===== src/rtl/cic_integ_decim.sv =====
// CIC integrator cascade with a run-time programmable 1-in-R downsampler.
// Feeds the comb stage directly; a new ratio is adopted only at frame boundaries.
module cic_integ_decim #(
    parameter int INP_WIDTH = 16,
    parameter int OUT_WIDTH = 40,
    parameter int CIC_N     = 3,
    parameter int CIC_R_MAX = 64,
    parameter int RATE_W    = $clog2(CIC_R_MAX + 1)
) (
    input  logic                 clk,
    input  logic                 reset_n,
    input  logic [RATE_W-1:0]    decim_rate,
    input  logic [INP_WIDTH-1:0] samp_inp_data,
    input  logic                 samp_inp_str,
    output logic [OUT_WIDTH-1:0] samp_out_data,
    output logic                 samp_out_str,
    output logic                 frame_start
);

    logic [RATE_W-1:0]    rateClamped;
    logic [OUT_WIDTH-1:0] inpExt;

    logic [OUT_WIDTH-1:0] integ_q [CIC_N];
    logic [OUT_WIDTH-1:0] integ_d [CIC_N];
    logic [RATE_W-1:0]    cnt_q, cnt_d;
    logic [RATE_W-1:0]    rate_q, rate_d;
    logic [OUT_WIDTH-1:0] outData_q, outData_d;
    logic                 outStr_q, outStr_d;
    logic                 frameStart_q, frameStart_d;

    logic                 frameLast;
    logic                 decimEvent;

    always_comb begin
        rateClamped = decim_rate;
        if (decim_rate == '0) begin
            rateClamped = RATE_W'(1);
        end else if (decim_rate > RATE_W'(CIC_R_MAX)) begin
            rateClamped = RATE_W'(CIC_R_MAX);
        end
    end

    assign inpExt = OUT_WIDTH'($signed(samp_inp_data));

    // Each stage adds the previous stage's registered value: one adder per stage,
    // wrapping modulo 2^OUT_WIDTH by construction.
    always_comb begin
        for (int k = 0; k < CIC_N; k++) begin
            integ_d[k] = integ_q[k];
        end
        if (samp_inp_str) begin
            integ_d[0] = integ_q[0] + inpExt;
            for (int k = 1; k < CIC_N; k++) begin
                integ_d[k] = integ_q[k] + integ_q[k-1];
            end
        end
    end

    // ">=" keeps the counter from running away should it ever sit past the last phase.
    assign frameLast  = (cnt_q >= rate_q - RATE_W'(1));
    assign decimEvent = samp_inp_str && frameLast;

    always_comb begin
        cnt_d        = cnt_q;
        rate_d       = rate_q;
        outData_d    = outData_q;
        outStr_d     = 1'b0;
        frameStart_d = 1'b0;
        if (samp_inp_str) begin
            frameStart_d = (cnt_q == '0);
            if (frameLast) begin
                cnt_d     = '0;
                rate_d    = rateClamped;
                outData_d = integ_d[CIC_N-1];
                outStr_d  = 1'b1;
            end else begin
                cnt_d = cnt_q + RATE_W'(1);
            end
        end
    end

    always_ff @(posedge clk) begin
        if (!reset_n) begin
            for (int k = 0; k < CIC_N; k++) begin
                integ_q[k] <= '0;
            end
            cnt_q        <= '0;
            rate_q       <= rateClamped;
            outData_q    <= '0;
            outStr_q     <= 1'b0;
            frameStart_q <= 1'b0;
        end else begin
            for (int k = 0; k < CIC_N; k++) begin
                integ_q[k] <= integ_d[k];
            end
            cnt_q        <= cnt_d;
            rate_q       <= rate_d;
            outData_q    <= outData_d;
            outStr_q     <= outStr_d;
            frameStart_q <= frameStart_d;
        end
    end

    assign samp_out_data = outData_q;
    assign samp_out_str  = outStr_q;
    assign frame_start   = frameStart_q;

    // decimEvent is only a readability alias of the reload condition.
    logic unusedEvent;
    assign unusedEvent = decimEvent;

endmodule

===== config.mk =====
export PLATFORM = sky130hd
export DESIGN_NAME = cic_integ_decim
export DESIGN_NICKNAME = d
export VERILOG_FILES = /design/src/rtl/cic_integ_decim.sv
export SDC_FILE = /design/constraint.sdc
export NUM_CORES = 1
export LEC_CHECK = 0
export CORE_MARGIN = 2
export CORE_UTILIZATION = 38
export DETAILED_ROUTE_END_ITERATION = 8
export GPL_TIMING_DRIVEN = 0
export PLACE_DENSITY = 0.61
export SYNTH_ARGS = -nofsm -noshare
export SYNTH_HDL_FRONTEND = slang
export SYNTH_SLANG_ARGS = --single-unit

===== constraint.sdc =====
create_clock -name clk -period 2.8 [get_ports clk]
set_input_delay 0.42 -clock clk [delete_from_list [all_inputs] [get_ports clk]]
set_output_delay 0.42 -clock clk [all_outputs]
set_load 0.02 [all_outputs]

==> flow_summary.yaml <==
pwr:
  power-per-cell-area_nw_per_um2: 544
  power.leakage_nw: 7.47
  total_power_mw: 9.27
  peakVddDrop_mv: 0.450
cells_and_area:
  final_cells: 2159
  area_delta_synth_final_pct: 30.0
  antenna_cells: 0
  drive_gt1_share_pct: 21.0
  final_net_count: 1848
die:
  initial_core_util_pct: 38.2
  io_pins: 68
  die_width_um: 190
  rows: 68
  die_y_um: 190
  dieArea_sq_um: 36000
  coreArea_sq_um: 34300
timing:
  final-setup-viol-count: 20
  drv_slew: 0
  hold_viol: 0
  fin_setup_tns_ns: -1.84
  tightest_slew_ns: 1.10
  fmax_ghz: 0.338
  fin_crit_sh_pct: 106
  fin_skew_ns: 0.00830
  rsz0062_at_grt: "true"
  relSlewSlack_pct: 26.6
  worst_slack_ns: -0.162
  layout_min_cycle_time_ns: 2.96
  hold_ws_ns: 0.453
cts:
  cts_root_buf: "clkbuf_16"
  clk_transition_reported_paths_ns: 0.07
  htreeDepth: 4
  cts.sinks: 176
  cts_tree: "built"
  numCtsBuffers: 17
  hold_buffers: 0
  worstSkewPairLatency_ns: 0.45
  cts_buffer_depth: 2
synth:
  syn_nets: 1699
  synth_top_flop_cell: "dfxtp_1"
  synth_area_per_cell_sq_um: 8.50
  synth-edff-count: 7
  synthDistinctLibCells: 82
  ys_ff_latch: 176
  yosysSeqAreaShare_pct: 27.4
  yosys_warnings: 0
  syn_area_sq_um: 13100
  synth_largest_area_cell: "dfxtp_1"
  synth_cells: 1543
  async_reset_ff_share_pct: 0
  netlist.area_leader.share_pct: 25.8
  netlist_top_cells_area: "dfxtp_1 (26%), ha_1 (12%), mux2i_1 (6.4%)"
route:
  post_drt_wl_per_cell_um: 18.6
  vias: 12070
  ant_nets: 0
  vias_per_cell: 5.59
  routed_wl_mm: 40.1
  drc_errors: 0
  drt_iter0_drc: 703
  dr.pass1.iters: 5
global_route:
  grt_max_degree: 26
  grt_use_total_pct: 21.7
  antenna_found_initial: 0
  grt_use_met1_pct: 27.4
  grt_overflow: 0
  use_met3_pct: 4.02
  use_met2_pct: 37.2
  grt_pass1_wl_mm: 61.5
  grt-busiest-layer: "met2"
  grt_pass1_vias: 11691
hold_path:
  hold_path_class: "reg2reg"
critical_path:
  path_max_fanout: 4
  cp_cell_sequence: "ha_4 > fa_2 > a21o_1 > nand4_1 > a21boi_2 > o21ai_2 > a21oi_2 > or4_4 > a31oi_4 > buf_6 > o41ai_4 > buf_4 > o211ai_1"
  worstPathRequired_ns: 3.17
  max_stage_delay_ns: 0.46
  cp-start-kind: "flip-flop"
  cp_data_arrival_time_ns: 3.33
  cp-end-kind: "flip-flop"
  critical_path_class: "reg2reg"
  cp_slowest_cell: "or4_4"
placement:
  dp_hpwl_mm: 29.1
  io_buffers: 66
  placedCellCount: 2064
  gp_congestion: 0.911
status:
  status: "finished with violations"
  violations: "setup timing"
flow_run:
  drv_cap: 0
-- Yosys cell counts (all sizes together) (4+ instances only) --
| master | n |
|---|---|
| nor3 | 17 |
| o211ai | 17 |
| clkbuf | 57 |
| or3 | 4 |
| ha | 127 |
| nand3 | 51 |
| nor2b | 106 |
| and4 | 6 |
| o21bai | 18 |
| a21oi | 109 |
| nand2b | 6 |
| nand2 | 135 |
| buf | 22 |
| inv | 30 |
| a31o | 7 |
| nand4b | 9 |
| edfxtp | 7 |
| a22o | 6 |
| xor2 | 43 |
| mux2i | 84 |
| a21o | 77 |
| a21boi | 24 |
| nor2 | 78 |
| dfxtp | 169 |
| o211a | 15 |
| o21a | 20 |
| nand3b | 8 |
| a211oi | 15 |
| xnor2 | 65 |
| a2111oi | 4 |
| and3 | 22 |
| a31oi | 24 |
| o21ai | 63 |
| nand4 | 17 |
| a211o | 7 |
| and2 | 13 |
-- per-stage QoR --
stage                     utilization, %  setup WS, ns  area (sq um)
after detailed placement            42.0         -1.69         14400
after CTS                           46.6        -0.159         16000
after floorplan                        -       -0.0231         13200
final                               49.7        -0.162         17100
after global routing                49.7        -0.282         17100
after global placement              42.0         -1.67         14400
-- where the power goes --
part           internal (mW)  switching, mW  leakage [nW]
clock                   1.43           1.08         0.287
sequential              2.79          0.311          1.46
combinational           1.69           1.97          5.72
total                   5.91           3.36          7.47
-- worst max-delay path: cells and delay by family (launching register included) --
family,cells,cell delay [ns]
buffers and inverters,2,0.31
DFF,1,0.37
and+or+nand+nor,2,0.57
AOI/OAI and AO/OA,7,1.11
adders and majority gates,2,0.53
-- sequential cells by signal (all words and copies together) (netlist names) --
register       cells
samp_out_str       1
rate_q             7
integ_q          120
samp_out_data     40
cnt_q              7
frame_start        1
-- layout by cell type (no fill, tap or decap), drive strengths merged, types with 32 or more instances in the layout --
master           n
xnor2           65
clkbuf          64
nand2          135
a21oi          109
ha             127
inv             32
a21o            77
nand3           51
mux2i           84
o21ai           63
clkdlybuf4s50   58
nor2            78
nor2b          106
buf             97
dfxtp          169
xor2            43
-- metal layers --
| layer | up-vias | wire [um] |
|---|---|---|
| met5 | - | 0 |
| met3 | 81 | 1660 |
| met4 | 0 | 1220 |
| met2 | 257 | 19300 |
| li1 | 5928 | - |
| met1 | 5804 | 18000 |
-- timing repair --
action | CTS | global route
pin swaps | 60 | 119
setup endpoints to repair | 113 | 99
gates resized for setup | 162 | 177
setup buffers | 37 | 42
cloned | 0 | 1
-- path summary, 6_finish.rpt --
| path | cells after the start | endpoint | slack, ns | from |
|---|---|---|---|---|
| worst min register to register | 2 | samp_out_data[28]$_SDFFE_PN0P_ | 0.45 | samp_out_data[28]$_SDFFE_PN0P_ |
| worst max register to register | 13 | integ_q[0][116]$_SDFF_PN0_ | -0.16 | integ_q[0][40]$_SDFFE_PN0P_ |
| worst min-delay path | 2 | samp_out_data[28]$_SDFFE_PN0P_ | 0.45 | samp_out_data[28]$_SDFFE_PN0P_ |
| worst max-delay path | 13 | integ_q[0][116]$_SDFF_PN0_ | -0.16 | integ_q[0][40]$_SDFFE_PN0P_ |
-- logic make-up (layout without fill, tap and decap cells) --
| kind of cell | after synthesis | after routing | share of synthesized area (%) |
|---|---|---|---|
| simple gates | 490 | 490 | 19.3 |
| compound gates | 445 | 445 | 23.7 |
| flops | 176 | 176 | 27.4 |
| fa+ha+maj | 130 | 130 | 12.6 |
| xor+xnor | 109 | 109 | 7.38 |
| buf+inv | 109 | 270 | 3.24 |
| mux | 84 | 84 | 6.41 |
-- area by class of cell --
class                   count  area, sq um
fillers                  3246        17200
multi-input cells        1258        10400
flip-flops and latches    176         3650
repair buffers            143         1340
well taps                 455          569
clock buffers              19          443
plain buffers              66          338
clock inverters            12          160
inverters                  30          120
(Power assumes the default switching activity.)
==> RTL edit, RTL diff (same flow settings) <==
Change the parameter `CIC_R_MAX` from 64 to 128.
--- a/src/rtl/cic_integ_decim.sv
+++ b/src/rtl/cic_integ_decim.sv
@@ -6,3 +6,3 @@
     parameter int CIC_N     = 3,
-    parameter int CIC_R_MAX = 64,
+    parameter int CIC_R_MAX = 128,
     parameter int RATE_W    = $clog2(CIC_R_MAX + 1)
Ports: changed (resized decim_rate); port bits go from 68 to 69. No check against the original RTL was run, so the function may have changed too.
==> RTL edit against the unedited design <==
  * The run still ends with setup timing left
  * Power shrank 4.0%
  * Area after synthesis shrank 4.9%
  * Worst setup slack lost 0.24 ns
  * Clock skew grew 0.0012 ns
  * Hold slack gained 0.027 ns
  * Sequential cell count grew 2
  * Routed wire length shrank 3.7%
  * Sequential share of layout area grew 1.5 points
  * Cell area shrank 5.7%
  * Highest routed layer unchanged
==> RTL edit: results (changes against the unedited design) <==
p_leak_uw: 0.00701  # -6.2%
synth_cell_type_count: 70  # -15%
gp_congestion: 0.896  # -1.6%
globalRouteTotalUtil_pct: 22.3  # +0.61 points
synth_common_cells: "nor2_1 (176), dfxtp_1 (170), ha_1 (128)"
arrival_ns: 3.55  # +0.22 ns
wl_mm: 38.6  # -3.7%
vdd.ir_drop.worst_mv: 0.489  # +8.7%
skew_ns: 0.00949  # +0.00118 ns
dr.first_iter.drc_count: 679  # -3.4%
worst_pin_slew_ns: 1.01  # -0.0935 ns
synth_edf_count: 8  # +1
status: "finished with violations"
setup-violations-final: 35  # +75%
seq_area_frac_synth_pct: 29.2  # +1.8 points
use_met2_pct: 38.4  # +1.2 points
grtUsageMet3_pct: 3.01  # -1.0 points
ctsRootBufferMaster: "clkbuf_16"
use_met1_pct: 28.9  # +1.5 points
crit_slowest_cell: "a2111o_1"
nNetsFinal: 1771  # -4.2%
synthesis.nets: 1625  # -4.4%
grt_pass1_vias: 11400  # -2.2%
vias: 11700  # -3.5%
post-dp-hpwl_mm: 27.2  # -6.6%
layout-drive-gt1-share_pct: 18.9  # -2.1 points
violations: "setup timing"
grt_pass1_wl_mm: 60.1  # -2.3%
fin_ws_ns: -0.407  # -0.245 ns
grt_max_degree: 29  # +12%
port_buffers: 68  # +3.0%
slowest_delay_ns: 0.51  # +0.05 ns
crit_path_max_fanout: 3  # -1
[RTL edit: area by class of cell]
cell class,count,area [sq um]
timing repair buffer,136,1240
inverter,35,144
clock inverter,14,133
buffer,51,265
fill,3071,16400
sequential,178,3690
tap,442,553
multi-input combinational,1194,9620
clock buffer,18,439
[RTL edit: stage by stage]
stage	setup WS, ns	power [uW]	instance area, sq um	cells	TNS, ns
2_1_floorplan	-0.0857	5220	12500	1467	-0.139
3_3_place_gp	-1.73	5870	13800	1977	-102.36
3_5_place_dp	-1.81	5920	13800	1977	-107.89
4_1_cts	-0.385	8640	15400	2050	-7.15
5_1_grt	-0.464	9380	16100	2068	-11.43
6_report	-0.407	8900	16100	2068	-5.82
[RTL edit: final timing paths]
check	depth (start not counted)	endpoint	slack, ns	start
min reg2reg	2	integ_q[0][32]	0.48	integ_q[0][32]
max reg2reg	12	samp_out_data[36]	-0.41	integ_q[0][40]
max	12	samp_out_data[36]	-0.41	integ_q[0][40]
min	2	integ_q[0][32]	0.48	integ_q[0][32]
[RTL edit: cell families after synthesis]
kind of cell / after synthesis / share of synthesized area (%)
AO/OA/AOI/OAI: 451 / 24.5
multiplexers: 85 / 6.82
AND/OR/NAND/NOR: 415 / 15.4
buffers and inverters: 95 / 2.86
flip-flops: 178 / 29.2
adder cells (fa/ha/maj): 131 / 13.3
XOR/XNOR: 112 / 7.87
[RTL edit: repair_timing]
| action | 4_1_cts | 5_1_grt |
|---|---|---|
| setup buffers | 45 | 28 |
| cloned | 0 | 0 |
| gates resized for setup | 161 | 134 |
| setup endpoints to repair | 170 | 137 |
| pin swaps | 75 | 84 |
[RTL edit: report_power, final]
part           internal, uW  total (uW)  switching (uW)
Sequential             2810        3130             313
Combinational          1510        3370            1870
Clock                  1260        2400            1140
[RTL edit: metal layers]
metal	up-vias	part of all wire [%]
li1	5704	-
met1	5620	45
met2	253	48
met3	75	3.7
met4	0	2.6
met5	-	0
[RTL edit: worst reg2reg max path, stage by stage (launching register included)]
cell	delay (ns)
dfxtp_4	0.36
ha_4	0.16
fa_2	0.35
a21o_1	0.18
a21o_1	0.19
a211oi_4	0.30
o31ai_4	0.10
a2111o_1	0.51
a31oi_4	0.28
a211oi_4	0.14
a211oi_2	0.24
xnor2_1	0.12
a22o_1	0.19
